**src/rtl/parity_pkg.sv**
```systemverilog
// Shared definitions for the parity frame transmitter.
//   DATA_W      : width of the nibble carried in each frame
//   FRAME_BITS  : serial bits per frame (start, 4 data, parity, stop)
//   S_*         : 3-bit FSM state encoding
package parity_pkg;

  localparam int DATA_W     = 4;
  localparam int FRAME_BITS = 7;

  localparam logic [2:0] S_IDLE   = 3'd0;
  localparam logic [2:0] S_START  = 3'd1;
  localparam logic [2:0] S_DATA   = 3'd2;
  localparam logic [2:0] S_PARITY = 3'd3;
  localparam logic [2:0] S_STOP   = 3'd4;

endpackage

```
**src/rtl/bit_timer.sv**
```systemverilog
// Bit-period counter for the frame transmitter.
//   clk  : system clock, rising edge
//   rst  : synchronous active-high reset
//   clr  : hold the count at zero (used while the line is idle)
//   tick : high during the last cycle of a bit period (count == CLKS_PER_BIT-1)
// The count wraps to zero by itself after each tick, so every bit change
// starts a fresh period without a separate clear from the FSM.
module bit_timer #(
  parameter int CLKS_PER_BIT = 4
) (
  input  logic clk,
  input  logic rst,
  input  logic clr,
  output logic tick
);

  localparam int              CNT_W = $clog2(CLKS_PER_BIT + 1);
  localparam logic [CNT_W-1:0] LAST = CNT_W'(CLKS_PER_BIT - 1);

  logic [CNT_W-1:0] cnt;
  logic [CNT_W-1:0] cnt_nxt;

  always_comb begin
    cnt_nxt = cnt + CNT_W'(1);
    if (clr || tick) begin
      cnt_nxt = '0;
    end
  end

  // tick is registered from the next count so it lines up with cnt
  always_ff @(posedge clk) begin
    if (rst) begin
      cnt  <= '0;
      tick <= (LAST == '0);
    end else begin
      cnt  <= cnt_nxt;
      tick <= (cnt_nxt == LAST);
    end
  end

endmodule

```
**src/rtl/parity_frame_tx.sv**
```systemverilog
// Serializer for a nibble plus its even-parity bit.
// Frame on tx_out: start(0), a, b, c, d, parity, stop(1); each bit held
// CLKS_PER_BIT cycles. The line idles high.
//   clk, rst  : clock and synchronous active-high reset
//   in_valid  : upstream offers data/parity
//   in_ready  : high exactly in IDLE (combinational from state)
//   data      : nibble, data[3] sent first
//   parity    : parity bit from the generator, sent as-is
//   tx_out    : serial line (registered)
//   busy      : frame in progress (registered)
//   done      : pulse in the last cycle of the stop bit
//   par_err   : parity mismatch of the most recently accepted frame
module parity_frame_tx
  import parity_pkg::*;
#(
  parameter int CLKS_PER_BIT = 4
) (
  input  logic              clk,
  input  logic              rst,
  input  logic              in_valid,
  output logic              in_ready,
  input  logic [DATA_W-1:0] data,
  input  logic              parity,
  output logic              tx_out,
  output logic              busy,
  output logic              done,
  output logic              par_err
);

  function automatic logic parity_mismatch(input logic [DATA_W-1:0] d, input logic p);
    return p ^ (^d);
  endfunction

  logic [2:0]        state;
  logic [2:0]        state_nxt;
  logic [1:0]        bit_idx;
  logic [1:0]        bit_idx_nxt;
  logic [DATA_W:0]   shreg;
  logic [DATA_W:0]   shreg_nxt;
  logic              tick;
  logic              accept;
  logic              tx_nxt;
  logic              busy_nxt;

  // The counter is held at zero in IDLE so the start bit gets a full period.
  bit_timer #(
    .CLKS_PER_BIT(CLKS_PER_BIT)
  ) u_bit_timer (
    .clk (clk),
    .rst (rst),
    .clr (state == S_IDLE),
    .tick(tick)
  );

  // State register, shift register and registered outputs
  always_ff @(posedge clk) begin
    if (rst) begin
      state   <= S_IDLE;
      bit_idx <= '0;
      par_err <= 1'b0;
      tx_out  <= 1'b1;
      busy    <= 1'b0;
    end else begin
      state   <= state_nxt;
      bit_idx <= bit_idx_nxt;
      tx_out  <= tx_nxt;
      busy    <= busy_nxt;
      if (accept) begin
        par_err <= parity_mismatch(data, parity);
      end
    end
  end

  always_ff @(posedge clk) begin
    shreg <= shreg_nxt;
  end

  // Next-state logic. shreg holds {a,b,c,d,parity}; shifting left once per
  // data bit leaves the parity bit at the top for the PARITY slot.
  always_comb begin
    state_nxt   = state;
    bit_idx_nxt = bit_idx;
    shreg_nxt   = shreg;
    case (state)
      S_IDLE: begin
        if (in_valid) begin
          state_nxt   = S_START;
          bit_idx_nxt = '0;
          shreg_nxt   = {data, parity};
        end
      end
      S_START: begin
        if (tick) begin
          state_nxt   = S_DATA;
          bit_idx_nxt = '0;
        end
      end
      S_DATA: begin
        if (tick) begin
          shreg_nxt   = {shreg[DATA_W-1:0], 1'b1};
          bit_idx_nxt = bit_idx + 2'd1;
          if (bit_idx == 2'd3) begin
            state_nxt = S_PARITY;
          end
        end
      end
      S_PARITY: begin
        if (tick) begin
          state_nxt = S_STOP;
        end
      end
      S_STOP: begin
        if (tick) begin
          state_nxt = S_IDLE;
        end
      end
      default: begin
        state_nxt = S_IDLE;
      end
    endcase
  end

  // Output logic. tx_out/busy are computed from the next state so that the
  // registered line shows the start bit in the cycle right after the accept.
  always_comb begin
    in_ready = (state == S_IDLE);
    accept   = in_valid && in_ready;
    busy_nxt = (state_nxt != S_IDLE);
    tx_nxt   = 1'b1;
    case (state_nxt)
      S_START:  tx_nxt = 1'b0;
      S_DATA:   tx_nxt = shreg_nxt[DATA_W];
      S_PARITY: tx_nxt = shreg_nxt[DATA_W];
      default:  tx_nxt = 1'b1;
    endcase
  end

  // Both terms are flops: the state register and the registered tick.
  assign done = (state == S_STOP) && tick;

endmodule

```
**config.mk**
```make
export PLATFORM = sky130hd
export DESIGN_NAME = parity_frame_tx
export DESIGN_NICKNAME = d
export VERILOG_FILES = /design/src/rtl/parity_pkg.sv /design/src/rtl/bit_timer.sv /design/src/rtl/parity_frame_tx.sv
export SDC_FILE = /design/constraint.sdc
export NUM_CORES = 1
export LEC_CHECK = 0
export CAP_MARGIN = 10
export CORE_MARGIN = 2
export CORE_UTILIZATION = 54
export CTS_BUF_LIST = sky130_fd_sc_hd__clkbuf_16
export DETAILED_ROUTE_END_ITERATION = 7
export GPL_TIMING_DRIVEN = 1
export PLACE_DENSITY = 0.8
export REMOVE_ABC_BUFFERS = 1
export SYNTH_ARGS = -nofsm -noshare
export SYNTH_HDL_FRONTEND = slang
export SYNTH_SLANG_ARGS = --single-unit
```
**constraint.sdc**
```tcl
create_clock -name clk -period 4 [get_ports clk]
set_input_delay 0.8 -clock clk [delete_from_list [all_inputs] [get_ports clk]]
set_output_delay 0.8 -clock clk [all_outputs]
set_load 0.03 [all_outputs]
```
==> impl_metrics.py <==
metrics = {
    "logic_synthesis": {
        "yosysWarnings": 0,
        "synth_top_area_share_pct": 31.56,
        "syn_avg_cell_area_sq_um": 10.71,
        "yosysTopAreaCell": "dfxtp_1",
        "synth.area.top_cells": "dfxtp_1, edfxtp_1, a22o_1",
        "ys_seq_area_share_pct": 46.13,
        "yosysUniqueCellTypes": 34,
        "syn-instance-count": 77,
        "synth_area_sq_um": 824.5,
        "ys_ff_latch": 17,
    },
    "power_and_ir_drop": {
        "intPower_uw": 348.2,
        "p_switching_uw": 94.18,
        "power.density_nw_per_um2": 434.9,
        "clkPwrFrac_pct": 43.6,
        "vdd_ir_drop_max_mv": 0.2849,
        "p_sw_share_pct": 21.29,
        "combPwrFrac_pct": 12.7,
        "cellLeakagePower_nw": 0.4235,
        "seq_power_share_pct": 43.8,
    },
    "grt": {
        "grt_pass1_vias": 545,
        "grt_max_degree": 14,
        "grt_usage_pct": 18.53,
        "antenna_found_initial": 0,
        "grt.overflow.total": 0,
        "grt_pass1_wl_microns": 2456,
    },
    "route": {
        "wirelength_microns": 1476,
        "vias_per_cell": 5.571,
        "drc_errors": 0,
        "dr.first_iter.drc_count": 7,
        "route.vias.total": 585,
        "wl_per_cell_microns": 14.06,
        "firstDrtPassIters": 4,
        "antenna_left": 0,
    },
    "cells_and_area": {
        "synthToLayoutAreaGrowth_pct": 23.37,
        "nets": 100,
        "mostFrequentLayoutCells": "dfxtp_1, clkdlybuf4s50_1, nor2_1",
        "final_common_cell": "dfxtp_1",
        "layout-drive-gt1-share_pct": 10.11,
        "finalInstanceArea_sq_um": 1017,
        "diodes": 0,
    },
    "placement": {
        "place_area_sq_um": 938.4,
        "gp_congestion": 0.7378,
        "hpwl_microns": 999.5,
        "port_buffers": 12,
    },
    "cts": {
        "clk_pin_slew_ns": 0.05,
        "cts.repair.resized": 0,
        "htreeDepth": 1,
        "clock_latency_ns": 0.24,
        "hold_buffers": 0,
        "clock-root-buffer": "clkbuf_16",
        "clock_tree.buffer_depth": 2,
        "cts_made_buffers": 3,
        "post_cts_buffers": 0,
        "cts_tree": "built",
        "cts_sinks": 17,
    },
    "min_path": {
        "holdPathEnd": "u_bit_timer.cnt[0]",
        "hold_depth": 1,
        "min-delay-start": "u_bit_timer.cnt[0]",
        "min_path_type": "flip-flop to flip-flop",
    },
    "timing": {
        "slew_headroom_pct": 69.77,
        "setup_tns_ns": 0,
        "tightestPinTransition_ns": 0.4516,
        "fmax_ghz": 0.3949,
        "clock-skew-final_ns": 0.001020,
        "setup_viol": 0,
        "slew_viol_final": 0,
        "min_period_ns": 2.533,
        "finalCritPeriodShare_pct": 63.31,
        "rsz0062_at_grt": "no",
        "finalHoldViolCount": 0,
    },
    "worst_setup_path": {
        "crit_arrival_ns": 1.73,
        "cp_top_family": "flip-flops",
        "critPathSlowestCell": "dfxtp_1",
        "crit_type": "flip-flop to output pin",
        "worstPathRequired_ns": 3.20,
        "r2r.worst_path.cells": 4,
        "path_cells": "nor2_1, and3_1, clkdlybuf4s50_1",
        "cp-start-kind": "flip-flop",
        "crit-reg2reg-launch": "state[1]",
        "path_max_fanout": 12,
        "setup.worst_path.end_class": "output pin",
        "r2r-end": "tx_out",
        "crit_path_max_incr_delay_ns": 0.59,
        "reg2reg_slack_ns": 2.40,
        "cp.buffers_inverters": 1,
        "crit_cells": 3,
    },
    "outcome": {
        "status": "finished clean",
    },
    "flow_run": {
        "drv_cap": 0,
    },
    "floorplan": {
        "fp.dieW_microns": 43.08,
        "core_sq_um": 1471,
        "start_util_pct": 56.04,
        "die_area_sq_um": 1855,
        "io_pins": 13,
        "rows": 14,
        "die_y_microns": 43.08,
    },
}
-- metal layers --
metal	up-vias	wire (microns)	global-route usage (%)
li1	297	-	-
met1	275	724	25.27
met2	11	692	28.48
met3	2	42	4.255
met4	0	17	7.273
met5	-	0	0
-- power by group through the flow --
stage	combinational, mW	sequential (mW)	clock (mW)
after floorplan	0.0289	0.201	0
after global placement	0.0544	0.196	0
after detailed placement	0.0551	0.197	0
after CTS	0.0564	0.194	0.196
after global routing	0.0607	0.194	0.203
final	0.0560	0.194	0.193
-- state kept, by name, summed over array words and instances (netlist names) --
signal / flops
par_err: 1
state: 3
bit_idx: 2
u_bit_timer.cnt: 3
u_bit_timer.tick: 1
busy: 1
shreg: 5
tx_out: 1
-- cell families (layout without fill, tap and decap cells) --
family | after synthesis | after routing | synth area share (%)
buffers and inverters | 8 | 20 | 5.008
multiplexers | 2 | 2 | 2.428
AO/OA/AOI/OAI | 19 | 19 | 16.24
XOR/XNOR | 5 | 5 | 6.981
AND/OR/NAND/NOR | 24 | 24 | 20.18
flip-flops | 17 | 17 | 46.13
adder cells (fa/ha/maj) | 2 | 2 | 3.034
-- worst max path at each step --
stage,slack [ns],from,end
3_3_place_gp,1.71,in_valid,tx_out
6_report,1.47,state[1],done
4_1_cts,1.47,state[1],done
3_5_place_dp,1.67,in_valid,tx_out
5_1_grt,1.42,state[1],done
2_1_floorplan,2.01,state[1],in_ready
-- layout make-up --
class,count,area (sq um)
sequential,17,380.4
tap,16,20.02
clock inverter,1,3.754
fill,114,454.2
inverter,4,15.01
multi-input combinational,52,402.9
clock buffer,3,75.07
timing repair buffer,12,120.1
-- metrics by stage --
step	util, %	worst slack, ns	std cells	hold slack, ns	power (mW)
5_1_grt	69.13	1.417	105	0.4701	0.4582
3_5_place_dp	63.78	1.675	101	0.4541	0.2519
3_3_place_gp	63.78	1.714	101	0.4276	0.2508
4_1_cts	69.13	1.471	105	0.4638	0.4460
2_1_floorplan	-	2.012	73	0.4131	0.2298
6_report	69.13	1.467	105	0.4549	0.4424
-- cell usage after synthesis --
library cell / n
o21ai_2: 1
nand4b_1: 1
nand2b_1: 2
nand3b_1: 2
mux2i_1: 2
o211ai_1: 1
clkbuf_1: 2
a21oi_1: 4
xnor3_1: 1
nor4b_4: 1
inv_1: 4
o22a_1: 1
o21ai_0: 3
xnor2_1: 2
a21o_1: 1
o21ba_1: 1
nor3b_1: 1
xor2_1: 2
or2_4: 1
o21a_1: 3
and3_1: 2
edfxtp_1: 4
ha_1: 2
and4bb_4: 1
nor2_2: 1
or3_4: 1
a22oi_1: 1
nor2_1: 6
dfxtp_1: 13
nand2_1: 3
buf_6: 1
buf_4: 1
a22o_1: 3
nor3_1: 2
Power figures use the tool's default switching activity.
